--- config.mk ---
export PLATFORM = sky130hd
export DESIGN_NAME = csi2tx_p2b_seq_ctrl
export DESIGN_NICKNAME = d
export VERILOG_FILES = /design/src/rtl/csi2tx_p2b_seq_ctrl.sv
export SDC_FILE = /design/constraint.sdc
export NUM_CORES = 1
export LEC_CHECK = 0
export ABC_AREA = 1
export CAP_MARGIN = 5
export CORE_MARGIN = 1.5
export CORE_UTILIZATION = 30
export DETAILED_ROUTE_END_ITERATION = 10
export PLACE_DENSITY = 0.64
export SYNTH_ARGS = -nofsm -noshare
export SYNTH_HDL_FRONTEND = slang
export SYNTH_SLANG_ARGS = --single-unit
--- constraint.sdc ---
create_clock -name clk -period 1.8 [get_ports clk]
set_input_delay 0.45 -clock clk [delete_from_list [all_inputs] [get_ports clk]]
set_output_delay 0.45 -clock clk [all_outputs]
set_load 0.05 [all_outputs]
--- src/rtl/csi2tx_p2b_seq_ctrl.sv ---
// Pixel-to-byte sequencer: latches the line DT, drives one-hot converter enables,
// the wrapping pixel counter, the one-pixel delay line and the end-of-line flush pulse.
// Optional per-line pixel statistics are built when CSI2TX_P2B_LINE_STATS_EN is defined.
module csi2tx_p2b_seq_ctrl #(
    parameter int PIXEL_W    = 14,
    parameter int LINE_CNT_W = 16
) (
    input  logic               clk,
    input  logic               rst_n,
    input  logic               line_start,
    input  logic [5:0]         data_type,
    input  logic [PIXEL_W-1:0] pixel_data,
    input  logic               pixel_data_vld,
    output logic [4:0]         pixel_cnt,
    output logic [PIXEL_W-1:0] pixel_data_d1,
    output logic               sensor_pixel_vld_falling_edge,
    output logic [5:0]         conv_en,
    output logic               err_unsupported_dt,
    output logic               err_protocol
`ifdef CSI2TX_P2B_LINE_STATS_EN
    ,
    output logic [LINE_CNT_W-1:0] line_pixel_total,
    output logic                  line_stats_vld
`endif
);

    typedef enum logic [1:0] {S_IDLE, S_ARMED, S_ACTIVE, S_FLUSH} state_t;

    state_t     state;
    logic [5:0] dt_q;

    if (PIXEL_W < 1 || LINE_CNT_W < 1) begin : g_param_chk
        $error("csi2tx_p2b_seq_ctrl: PIXEL_W and LINE_CNT_W must be positive");
    end

    function automatic logic [5:0] dt_onehot(input logic [5:0] dt);
        case (dt)
            6'h28:   return 6'b000001;
            6'h29:   return 6'b000010;
            6'h2A:   return 6'b000100;
            6'h2B:   return 6'b001000;
            6'h2C:   return 6'b010000;
            6'h2D:   return 6'b100000;
            default: return 6'b000000;
        endcase
    endfunction

    // Last pixel index of one packing period for each format.
    function automatic logic [4:0] dt_wrap(input logic [5:0] dt);
        case (dt)
            6'h28:   return 5'd15;
            6'h29:   return 5'd31;
            6'h2A:   return 5'd3;
            6'h2B:   return 5'd15;
            6'h2C:   return 5'd7;
            6'h2D:   return 5'd15;
            default: return 5'd0;
        endcase
    endfunction

`ifdef CSI2TX_P2B_LINE_STATS_EN
    logic [LINE_CNT_W-1:0] stat_cnt;
`endif

    always_ff @(posedge clk or negedge rst_n) begin
        if (!rst_n) begin
            state                         <= S_IDLE;
            dt_q                          <= '0;
            pixel_cnt                     <= '0;
            pixel_data_d1                 <= '0;
            sensor_pixel_vld_falling_edge <= 1'b0;
            conv_en                       <= '0;
            err_unsupported_dt            <= 1'b0;
            err_protocol                  <= 1'b0;
`ifdef CSI2TX_P2B_LINE_STATS_EN
            stat_cnt                      <= '0;
            line_pixel_total              <= '0;
            line_stats_vld                <= 1'b0;
`endif
        end else begin
            sensor_pixel_vld_falling_edge <= 1'b0;
            err_unsupported_dt            <= 1'b0;
            err_protocol                  <= 1'b0;
`ifdef CSI2TX_P2B_LINE_STATS_EN
            line_stats_vld                <= 1'b0;
`endif
            case (state)
                S_IDLE: begin
                    if (line_start) begin
                        if (dt_onehot(data_type) != 6'b0) begin
                            dt_q    <= data_type;
                            conv_en <= dt_onehot(data_type);
                            state   <= S_ARMED;
`ifdef CSI2TX_P2B_LINE_STATS_EN
                            stat_cnt <= '0;
`endif
                        end else begin
                            err_unsupported_dt <= 1'b1;
                            conv_en            <= '0;
                        end
                    end
                    // A pixel with no open line is dropped, even alongside line_start.
                    if (pixel_data_vld)
                        err_protocol <= 1'b1;
                end
                S_ARMED, S_ACTIVE: begin
                    if (line_start)
                        err_protocol <= 1'b1;
                    if (pixel_data_vld) begin
                        pixel_cnt     <= (pixel_cnt == dt_wrap(dt_q)) ? 5'd0 : pixel_cnt + 5'd1;
                        pixel_data_d1 <= pixel_data;
                        state         <= S_ACTIVE;
`ifdef CSI2TX_P2B_LINE_STATS_EN
                        if (stat_cnt != '1)
                            stat_cnt <= stat_cnt + LINE_CNT_W'(1);
`endif
                    end else if (state == S_ACTIVE) begin
                        // Any gap ends the line; pixel_cnt holds so converters see the fill level.
                        sensor_pixel_vld_falling_edge <= 1'b1;
                        state                         <= S_FLUSH;
`ifdef CSI2TX_P2B_LINE_STATS_EN
                        line_pixel_total <= stat_cnt;
                        line_stats_vld   <= 1'b1;
`endif
                    end
                end
                S_FLUSH: begin
                    if (line_start || pixel_data_vld)
                        err_protocol <= 1'b1;
                    pixel_cnt     <= '0;
                    pixel_data_d1 <= '0;
                    conv_en       <= '0;
                    state         <= S_IDLE;
                end
                default: state <= S_IDLE;
            endcase
        end
    end

endmodule

==> impl_results.md, run 1 <==
* Share of the synthesized area in the top cell type at 51.9%
* Most instantiated cells after synthesis: nand2_1 (78), dfrtp_1 (36), inv_1 (22), nand3_1 (20)
* Post-Place Cell Area at 2370 um2
* Register bit count reported by yosys at 36
* Max-Cap Viols at 0
* Mux cell area share after synthesis at 0%
* Ys flop type: dfrtp_1
* Mapped cell area at 1730 um2
* Worst path arrival time at approximately 1700 ps
* CTS buffer count at 5
* Crit path kind: reg2reg
* Initial antenna violation count at 0
* Final core utilization at 44.4%
* Antenna-violating nets left at 0
* Via-per-instance ratio at 4.49
* Required time worst endpoint at around 2000 ps
* Layout Nets at 302
* Root Driver: clkbuf_8
* Wire per inst at 11.4 um
* VDD IR-drop max at 0.000701 V
* Htree depth at 2
* Number of fill cells at 570
* P_int at 2210 uW
* Final setup vio count at 0
* Part of the power in registers at between 20% and 30%
* First-pass GRT wire length at 6720 um
* R2r setup slk at approximately 270 ps
* CTS tree: yes
* HPWL after DPL at 3060 um
* Vias in the first global route at about 1500
* DRC at 0
* Register area share after synthesis at 51.9%
* Worst skew pair latency at 280 ps
* Fin Clk Skew at 8.01 ps
* Die width at 79.0 um
* Psw at 2150 uW
* CTS max path bufs at 2
* Area occupied by multi-input gates at 736 um2
* Fin crit period at 1530 ps
* Worst hold-check path type: in2async
* Unique masters post-synth at 26
* Max FO, Critical Path at 13
* Die Y-Extent at 79.0 um
* Pins Over Slew Limit at 0
* Synth Area in Simple Gates at 29.9%
* Cell taking the most area after synthesis: dfrtp_1
* Share of layout cells above drive strength 1 at between 20% and 30%
* Synth top area cells: dfrtp_1 (52%), nand2_1 (17%), nand3_1 (5.8%)
* Setup Fix Bufs, Post-CTS at 0
* RSZ-0062 raised after global routing: false
* Synth Instances at 211
* Pwr per Cell Area at 1770 nW/um2
* Antenna diode count at 0
* Final Hold Fails at 0
* Pleak at 0.00129 uW
* Setup crit start kind: flop
* Top achievable clock speed at approximately 650 MHz
* Initial core utilization at a little under a third
* Crit share post-route at 85.2%
* DRT iter0 DRCs at 53
* Grt total ovfl at 0
* Slew margin rel. at 71.8%
* Final WS setup at 267 ps
* Number of vias in the routed layout at between 1500 and 2000
* Most common cell in the synthesized netlist: nand2_1
* Reg area at 901 um2
* Yosys warning total at 0
* IO Port Bufs at 51
* CTS clk-pin slew, worst paths at 70 ps
* Design area at 2460 um2
* Compound-gate portion of the synthesized area at 6.85%
* Final hold slack at roughly 97 ps
* Logic pwr share at approximately three fifths
* Synth Area in Adders at 2.89%
* Largest net degree at the start of global routing at 20
* Avg Cell Area, Syn at just over 8 um2
* EDFF count, synth at 0
* Largest family of logic cells by synthesized area: simple AND/OR/NAND/NOR gates
* Clock power frac at 12.0%
* Critical Path End Type: flop
* Total power at between 4000 and 5000 uW
* Status: finished clean
* Sink Count at 36
* Syn Nets at 239
* Gp weighted congestion at 0.782
* Setup WS pre-CTS at -74.9 ps
* Pre-antenna DRT Iters at 4
* Core Area at 5540 um2
* I/O pins at 52
* Post-synth ARST share at 100%
* Overall global routing resource usage at 13.7%
* Synth Area in XOR/XNOR at approximately 2.0%
* Sw frac at between 40% and 50%
* Slew @ Worst Pin at 422 ps
* DIE AREA at 6250 um2
* Site Rows at 27
* Worst r2r path cells at 9
* Routed wire length at 3930 um
* Area growth syn-to-layout at 41.8%
## power by group through the flow
stage               clock network, uW  registers [uW]  logic [uW]
global route                      587            1350        2810
finish                            526            1300        2540
detailed placement                  0            1320        2560
floorplan                           0            1970        1030
CTS                               548            1310        2560
global placement                    0            1310        2520
## layout make-up
type	count	share of cell area (%)
Sequential cell	36	36.6
Multi-Input combinational cell	146	29.9
Timing Repair Buffer	59	22.7
Inverter	26	3.97
Tap cell	72	3.66
Clock buffer	6	2.95
Clock inverter	1	0.203
## per-stage QoR
step	cells	setup TNS, ps
after floorplan	211	0
after global placement	339	-76.7
after detailed placement	339	-247
after CTS	346	0
after global routing	346	0
final	346	0
## metal layers
| layer | vias up | global-route usage, % | share of wire, % |
|---|---|---|---|
| li1 | 790 | - | - |
| met4 | 0 | 4.74 | 1.6 |
| met2 | 36 | 22.9 | 49 |
| met1 | 722 | 17.4 | 45 |
| met3 | 5 | 3.22 | 4.4 |
| met5 | - | 0 | 0 |
## placed cells by master, fill, tap and decap left out, drive strengths merged
master,n
nor2,13
clkdlybuf4s50,22
xor2,3
o41ai,2
clkinv,3
o31ai,1
o211ai,1
ha,4
o21ai,10
xnor2,1
a22oi,1
nand2,81
dfrtp,36
a21oi,4
buf,37
a31o,1
clkbuf,6
nand4,2
inv,24
nand3,22
## worst paths after layout
kind	from	endpoint
min in group clk	pixel_data_d1[8]	pixel_data_d1[8]
setup / recovery	state[1]	pixel_data_d1[10]
setup reg to reg	state[1]	pixel_data_d1[10]
hold / removal	rst_n	conv_en[5]
hold reg to reg	pixel_data_d1[8]	pixel_data_d1[8]
max in group asynchronous	rst_n	dt_q[4]
## registers in the layout, indices dropped and copies added, names as in the netlist
name,flops
pixel_data_d1,14
conv_en,6
dt_q,6
pixel_cnt,5
state,2
err_protocol,1
err_unsupported_dt,1
sensor_pixel_vld_falling_edge,1
## what timing repair did
action / 4_1_cts / 5_1_grt
hold buffers: 0 / 0
gates resized for setup: 0 / 3
setup endpoints to repair: 0 / 10
## worst max-delay path: stages (launching register included)
cell and delay (ps):
dfrtp_1 410, inv_1 60, ha_1 310, inv_1 100, nand2_1 60, nand2_2 90
clkinv_1 80, buf_4 190, nand2_1 70, nand2_1 50
## cell families after synthesis
family	count (synthesis)
AOI/OAI and AO/OA	20
and+or+nand+nor	118
adders and majority gates	4
xor gates and xnor gates	4
buffers and inverters	29
DFF	36
Power figures use the tool's default switching activity.
==> run 2, diff against run 1 <==
Settings changed: TNS_END_PERCENT set to 100.
==> results of run 2 <==
Same layout as run 1: the final DEF is identical, and so are final timing and power.
